`src/rtl/disp_arbiter_if.sv`:
```
// ----------------------------------------------------------------------------
// disp_arbiter_if
// Purpose : groups the two requester channels and the display-side outputs
//           of disp_arbiter into one bundle.
// Signals :
//   req_a_i, data_a_i[15:0]   requester A request and BCD-style digits
//   req_b_i, data_b_i[15:0]   requester B request and digits
//   gnt_a_o, gnt_b_o          grants (never both high)
//   dig1000_o..dig1_o [3:0]   digits for the 7-segment scan driver
//   owner_o[1:0]              00 none, 01 A, 10 B
// Modports:
//   slave  - the arbiter (consumes requests, drives grants/digits)
//   master - the environment (drives requests, observes grants/digits)
// ----------------------------------------------------------------------------
interface disp_arbiter_if;
    logic        req_a_i;
    logic [15:0] data_a_i;
    logic        req_b_i;
    logic [15:0] data_b_i;
    logic        gnt_a_o;
    logic        gnt_b_o;
    logic [3:0]  dig1000_o;
    logic [3:0]  dig100_o;
    logic [3:0]  dig10_o;
    logic [3:0]  dig1_o;
    logic [1:0]  owner_o;

    modport slave (
        input  req_a_i, data_a_i, req_b_i, data_b_i,
        output gnt_a_o, gnt_b_o, dig1000_o, dig100_o, dig10_o, dig1_o, owner_o
    );

    modport master (
        output req_a_i, data_a_i, req_b_i, data_b_i,
        input  gnt_a_o, gnt_b_o, dig1000_o, dig100_o, dig10_o, dig1_o, owner_o
    );
endinterface

```
`src/rtl/disp_arbiter.sv`:
```
// ----------------------------------------------------------------------------
// disp_arbiter
// Purpose : arbitrates two requesters (A, B) for one 4-digit 7-segment
//           display. A grant lasts at least MIN_HOLD cycles; simultaneous
//           requests from IDLE are resolved round-robin (A favoured after
//           reset). The owner's digits are registered and reloaded while its
//           request is high, frozen while it is low.
// Ports   :
//   clk_i  - clock, all state changes on the rising edge
//   rst_i  - synchronous active-high reset
//   bus    - disp_arbiter_if.slave (requests, data, grants, digits, owner)
// Parameters:
//   MIN_HOLD   (1..255)         minimum grant length in cycles
//   TIMEOUT    (MIN_HOLD..255)  grant age at which a contended owner is
//                               preempted (timeout build only)
//   IDLE_VALUE                  digits shown when nobody owns the display
// Build option:
//   DISP_ARBITER_TIMEOUT_EN - when defined, an owner whose age reaches
//   TIMEOUT-1 while the other side requests is preempted. When undefined no
//   preemption logic exists and an owner keeps the display while requesting.
// ----------------------------------------------------------------------------
module disp_arbiter #(
    parameter int          MIN_HOLD   = 4,
    parameter int          TIMEOUT    = 16,
    parameter logic [15:0] IDLE_VALUE = 16'h0000
) (
    input  logic           clk_i,
    input  logic           rst_i,
    disp_arbiter_if.slave  bus
);

    typedef enum logic [1:0] {
        ST_IDLE  = 2'b00,
        ST_OWN_A = 2'b01,
        ST_OWN_B = 2'b10
    } state_t;

    // Ages are compared against "limit - 1": age is 0 in the first owned
    // cycle, so a release at age MIN_HOLD-1 yields exactly MIN_HOLD cycles.
    localparam logic [7:0] HOLD_AGE    = 8'(MIN_HOLD - 1);
    localparam logic [7:0] TIMEOUT_AGE = 8'(TIMEOUT - 1);

    if (MIN_HOLD < 1 || MIN_HOLD > 255 || TIMEOUT < MIN_HOLD || TIMEOUT > 255) begin : g_bad_params
        $error("disp_arbiter: MIN_HOLD/TIMEOUT out of range");
    end

    state_t      r_state;
    state_t      w_state_nxt;
    logic [7:0]  r_age;
    logic        r_last_b;      // 1: B was granted last, so A is favoured
    logic [15:0] r_digits;
    logic [15:0] w_digits_nxt;

    logic        w_own_req;
    logic        w_other_req;
    state_t      w_other_state;
    logic        w_release;
    logic        w_preempt;
    logic        w_grant;

    assign w_own_req     = (r_state == ST_OWN_A) ? bus.req_a_i : bus.req_b_i;
    assign w_other_req   = (r_state == ST_OWN_A) ? bus.req_b_i : bus.req_a_i;
    assign w_other_state = (r_state == ST_OWN_A) ? ST_OWN_B : ST_OWN_A;
    assign w_release     = !w_own_req && (r_age >= HOLD_AGE);

`ifdef DISP_ARBITER_TIMEOUT_EN
    assign w_preempt = w_other_req && (r_age >= TIMEOUT_AGE);
`else
    assign w_preempt = 1'b0;
`endif

    // A grant is any move into an OWN state, including a direct A<->B switch.
    assign w_grant = (w_state_nxt != r_state) && (w_state_nxt != ST_IDLE);

    // ---------------- state register ----------------
    // NOTE: sequential state uses non-blocking assignments so every register
    // samples pre-edge values regardless of process ordering.
    always_ff @(posedge clk_i) begin
        if (rst_i) begin
            r_state <= ST_IDLE;
        end else begin
            r_state <= w_state_nxt;
        end
    end

    // ---------------- next-state logic ----------------
    // NOTE: w_state_nxt gets a default before the case so no path leaves it
    // unassigned, which would infer a latch.
    always_comb begin
        w_state_nxt = r_state;
        case (r_state)
            ST_IDLE: begin
                if (bus.req_a_i && bus.req_b_i) begin
                    w_state_nxt = r_last_b ? ST_OWN_A : ST_OWN_B;
                end else if (bus.req_a_i) begin
                    w_state_nxt = ST_OWN_A;
                end else if (bus.req_b_i) begin
                    w_state_nxt = ST_OWN_B;
                end
            end
            ST_OWN_A, ST_OWN_B: begin
                if (w_release) begin
                    w_state_nxt = w_other_req ? w_other_state : ST_IDLE;
                end else if (w_preempt) begin
                    w_state_nxt = w_other_state;
                end
            end
            default: w_state_nxt = ST_IDLE;
        endcase
    end

    // ---------------- output decode ----------------
    always_comb begin
        bus.gnt_a_o = (r_state == ST_OWN_A);
        bus.gnt_b_o = (r_state == ST_OWN_B);
        case (r_state)
            ST_OWN_A: bus.owner_o = 2'b01;
            ST_OWN_B: bus.owner_o = 2'b10;
            default:  bus.owner_o = 2'b00;
        endcase
    end

    // ---------------- digit datapath ----------------
    // Load on entry to a state; while owned, reload only when the owner is
    // requesting, otherwise freeze the last shown value.
    always_comb begin
        w_digits_nxt = r_digits;
        case (w_state_nxt)
            ST_IDLE:  if (r_state != ST_IDLE)        w_digits_nxt = IDLE_VALUE;
            ST_OWN_A: if (w_grant || bus.req_a_i)    w_digits_nxt = bus.data_a_i;
            ST_OWN_B: if (w_grant || bus.req_b_i)    w_digits_nxt = bus.data_b_i;
            default:  w_digits_nxt = IDLE_VALUE;
        endcase
    end

    always_ff @(posedge clk_i) begin
        if (rst_i) begin
            r_age    <= 8'd0;
            r_last_b <= 1'b1;
            r_digits <= IDLE_VALUE;
        end else begin
            if (w_grant) begin
                r_age    <= 8'd0;
                r_last_b <= (w_state_nxt == ST_OWN_B);
            end else if (r_state != ST_IDLE && r_age != 8'hFF) begin
                r_age <= r_age + 8'd1;
            end
            r_digits <= w_digits_nxt;
        end
    end

    assign bus.dig1000_o = r_digits[15:12];
    assign bus.dig100_o  = r_digits[11:8];
    assign bus.dig10_o   = r_digits[7:4];
    assign bus.dig1_o    = r_digits[3:0];

endmodule

```
`src/flat_wrapper.sv`:
```
// flat-port wrapper written by rule: the top's interface ports become plain ports
module disp_arbiter_flat 
#(
    parameter int          MIN_HOLD   = 4,
    parameter int          TIMEOUT    = 16,
    parameter logic [15:0] IDLE_VALUE = 16'h0000
)
  (clk_i, rst_i, bus_req_a_i, bus_data_a_i, bus_req_b_i, bus_data_b_i, bus_gnt_a_o, bus_gnt_b_o, bus_dig1000_o, bus_dig100_o, bus_dig10_o, bus_dig1_o, bus_owner_o);
  disp_arbiter_if bus_i ();
  input  logic clk_i;
  input  logic rst_i;
  input wire logic [$bits(bus_i.req_a_i)-1:0] bus_req_a_i;
  input wire logic [$bits(bus_i.data_a_i)-1:0] bus_data_a_i;
  input wire logic [$bits(bus_i.req_b_i)-1:0] bus_req_b_i;
  input wire logic [$bits(bus_i.data_b_i)-1:0] bus_data_b_i;
  output wire logic [$bits(bus_i.gnt_a_o)-1:0] bus_gnt_a_o;
  output wire logic [$bits(bus_i.gnt_b_o)-1:0] bus_gnt_b_o;
  output wire logic [$bits(bus_i.dig1000_o)-1:0] bus_dig1000_o;
  output wire logic [$bits(bus_i.dig100_o)-1:0] bus_dig100_o;
  output wire logic [$bits(bus_i.dig10_o)-1:0] bus_dig10_o;
  output wire logic [$bits(bus_i.dig1_o)-1:0] bus_dig1_o;
  output wire logic [$bits(bus_i.owner_o)-1:0] bus_owner_o;
  assign bus_i.req_a_i = bus_req_a_i;
  assign bus_i.data_a_i = bus_data_a_i;
  assign bus_i.req_b_i = bus_req_b_i;
  assign bus_i.data_b_i = bus_data_b_i;
  assign bus_gnt_a_o = bus_i.gnt_a_o;
  assign bus_gnt_b_o = bus_i.gnt_b_o;
  assign bus_dig1000_o = bus_i.dig1000_o;
  assign bus_dig100_o = bus_i.dig100_o;
  assign bus_dig10_o = bus_i.dig10_o;
  assign bus_dig1_o = bus_i.dig1_o;
  assign bus_owner_o = bus_i.owner_o;
  disp_arbiter #(.MIN_HOLD(MIN_HOLD), .TIMEOUT(TIMEOUT), .IDLE_VALUE(IDLE_VALUE)) u_core (.clk_i(clk_i), .rst_i(rst_i), .bus(bus_i));
endmodule
```
`config.mk`:
```
export PLATFORM = sky130hd
export DESIGN_NAME = disp_arbiter_flat
export DESIGN_NICKNAME = d
export VERILOG_FILES = /design/src/rtl/disp_arbiter_if.sv /design/src/rtl/disp_arbiter.sv /design/src/flat_wrapper.sv
export SDC_FILE = /design/constraint.sdc
export NUM_CORES = 1
export LEC_CHECK = 0
export CAP_MARGIN = 20
export CORE_MARGIN = 2
export CORE_UTILIZATION = 49
export CTS_CLUSTER_DIAMETER = 30
export DETAILED_ROUTE_END_ITERATION = 7
export PLACE_DENSITY = 0.87
export SYNTH_ARGS = -nofsm -noshare
export SYNTH_HDL_FRONTEND = slang
export SYNTH_SLANG_ARGS = --single-unit
```
`constraint.sdc`:
```
create_clock -name clk_i -period 3.8 [get_ports clk_i]
set_input_delay 0.38 -clock clk_i [delete_from_list [all_inputs] [get_ports clk_i]]
set_output_delay 0.38 -clock clk_i [all_outputs]
set_load 0.05 [all_outputs]
```
==> impl_metrics.toml <==
[setup_path]
crit-reg2reg-launch = "u_core.r_age[0]$_SDFFE_PP0P_"
crit_family = "simple AND/OR/NAND/NOR gates"
timing.critical_path.cells = "ha_1 > or4_1 > nor4_4 > a21boi_1 > o21a_1 > or2_2 > ha_1 > buf_4 > nor2_1 > buf_4 > nand3_1 > o221ai_2"
path_buf_inv = 2
start_kind = "flop"
path_max_fanout = 18
cpPeakStageDelay_ns = 0.46
worstPathRequired_ns = 3.98
worst_setup_path_startpoint = "u_core.r_age[0]$_SDFFE_PP0P_"
crit_arrival_ns = 3.66
worst_path_max_delay_cell = "or4_1"
cp-end-kind = "flop"
worst-setup-path-type = "reg2reg"

[layout]
n_antenna_cell = 0
postLayoutCellArea_um2 = 2700
post_route_cells_drive_above_1_share = 0.101
fillerInstances = 342
area_delta_synth_final_pct = 30.7
finalNetCount = 351

[floorplan]
die_w_um = 69.0
row_count = 23
die_height_um = 69.0
design.portCount = 56
die_area_um2 = 4750
start_util = 0.513
core_area_um2 = 4030

[power_and_ir_drop]
vdd_drop_max_v = 0.000452
leakage_power_of_the_design_uw = 0.000910
power.density_cell_area_nw_per_um2 = 857

[global_route]
grt_first_pass_wirelength_um = 9270
first_global_vias = 2041
antenna_found_initial = 0
grt_overflow = 0
track_usage = 0.254
grt_start_max_net_pins = 33

[timing]
rsz_0062_raised_after_global_routing = "false"
hold_viol_final = 0
worst_slack_ns = 0.323
tns_ns = 0
worst-slew-pin-transition_ns = 0.822
fin_crit_ns = 3.48
max_slew_margin = 0.451
timing_max_transition_violations_final = 0
fin_skew_ns = 0.00299
max_freq_mhz = 288
timing.final.setup_violations = 0
timing.final.crit_share = 0.915

[yosys]
synthesis.yosys.warnings = 0
post_synth_inst_count = 261
synth_edf_count = 0
yosysUniqueCellTypes = 40
ys_dominant_reg_cell = "dfxtp_1"
async_reset_ff_frac = 0
synth-seq-cells = 27
synthDominantAreaCellType = "dfxtp_1"
synth_area_leaders = "dfxtp_1 26%, nand3_1 9.0%, o221ai_2 7.3%"
synth_area_um2 = 2070
synthesis.nets = 305
yosys.area.top_type_share = 0.262
post_synth.cell_area_avg_um2 = 7.92
synth_sequential_area_ratio = 0.262

[detailed_routing]
drc_errors_left = 0
antenna_violating_nets_post_route = 0
drt_wl_total_um = 5990
avgRoutedWirePerCell_um = 16.8
routed_via_density = 6.20
firstDrtPassIters = 4
drt_first_iter_violations = 212
dr_total_vias = 2206

[place]
placement.io_buffers = 55
detailed_place.area_um2 = 2650
place.gp.congestion = 0.864
dp.final_hpwl_um = 4160
place_ws_ns = 0.0903

[run]
drv_cap = 0

[run_status]
run_status = "completed"

[clock_tree]
post-cts-setup-buffers = 0
insertion_delay_ns = 0.27
cts.root.buffer_cell = "clkbuf_8"
ctsHtreeMaxLevel = 1
cts_tree = "yes"
post_cts_resize_count = 0
clock_sinks = 27
cts-buffers-inserted = 3
hold_buffers = 0
clk_path_buf_depth = 2
clkTransAtPathRegs_ns = 0.09

[hold_path]
min_path_type = "reg2reg"
hold_path_startpoint = "u_core.r_digits[9]$_SDFFE_PP0P_"
[synthesized netlist by cell type, types with 6 or more instances]
| cell | n |
|---|---|
| nand3_1 | 37 |
| dfxtp_1 | 27 |
| nand2_1 | 23 |
| clkbuf_1 | 19 |
| nand4_1 | 18 |
| o21a_1 | 17 |
| a22o_1 | 16 |
| nor2_1 | 15 |
| o221ai_2 | 10 |
| nor3_1 | 9 |
| ha_1 | 8 |
| o21ai_0 | 6 |
| o221ai_1 | 6 |
[placed cells by master, fill, tap and decap left out, types with 2 or more instances in the layout]
cell type	synthesis	final
nor4b_1	2	2
clkbuf_8	0	3
ha_1	8	8
nor4_1	3	3
nand2_1	23	23
mux2i_1	2	2
o221ai_1	6	6
clkdlybuf4s50_1	0	55
inv_1	4	4
nor2b_1	5	5
o221ai_2	10	10
and2_1	2	2
a221oi_1	2	2
nand3_1	37	37
nor3_1	9	9
o21a_1	17	17
o21ai_0	6	6
a21oi_1	4	4
nand4_1	18	18
buf_4	3	13
dfxtp_1	27	27
xnor2_1	3	3
nor2_1	15	15
a22o_1	16	16
or2_2	2	2
[routing by layer]
metal,GRT usage,part of all wire
met1,0.334,0.44
met2,0.442,0.50
met3,0.0357,0.046
met4,0.0515,0.012
met5,0,0
[logic make-up (layout without fill, tap and decap cells)]
| kind of cell | after synthesis | count (layout) | share of synthesized area |
|---|---|---|---|
| AND/OR/NAND/NOR | 122 | 122 | 0.308 |
| AO/OA/AOI/OAI | 67 | 67 | 0.289 |
| buffers and inverters | 31 | 76 | 0.0660 |
| flip-flops | 27 | 27 | 0.262 |
| adder cells (fa/ha/maj) | 8 | 8 | 0.0484 |
| XOR/XNOR | 4 | 4 | 0.0170 |
| multiplexers | 2 | 2 | 0.00969 |
[power by group]
group	internal, uW	total, uW	switching (uW)	leakage (uW)
registers	374	454	80.4	0.000219
clock network	75.1	163	87.6	0.0000228
logic	586	1700	1110	0.000667
[through the flow]
stage,hold WS [ns],utilization,power [uW],cells
floorplan,0.494,-,1680,261
global placement,0.507,0.657,2090,351
detailed placement,0.520,0.657,2130,351
CTS,0.536,0.669,2290,355
global route,0.569,0.670,2450,356
finish,0.536,0.670,2320,356
[sequential cells by signal (all words and copies together), names as in the netlist]
signal / cells
u_core.r_state: 2
u_core.r_last_b: 1
u_core.r_age: 8
u_core.r_digits: 16
[worst register-to-register path, stage by stage (launching register included)]
cell	delay [ns]
dfxtp_1	0.34
ha_1	0.23
or4_1	0.46
nor4_4	0.27
a21boi_1	0.19
o21a_1	0.23
or2_2	0.30
ha_1	0.20
buf_4	0.21
nor2_1	0.44
buf_4	0.25
nand3_1	0.10
o221ai_2	0.17
[layout make-up]
cell class	count	area, um^2	share of cell area
Multi-Input combinational cell	203	1390	0.515
Clock buffer	4	45.0	0.0167
Timing Repair Buffer	68	648	0.240
Sequential cell	27	541	0.200
Tap cell	50	62.6	0.0232
Inverter	4	15.0	0.00556
[final timing paths]
check	to	slack [ns]	cells past startpoint
worst max-delay path	u_core.r_digits[9]$_SDFFE_PP0P_	0.32	12
worst min-delay path	u_core.r_digits[9]$_SDFFE_PP0P_	0.54	2
worst max register to register	u_core.r_digits[9]$_SDFFE_PP0P_	0.32	12
worst min register to register	u_core.r_digits[9]$_SDFFE_PP0P_	0.54	2
(Power assumes the default switching activity.)
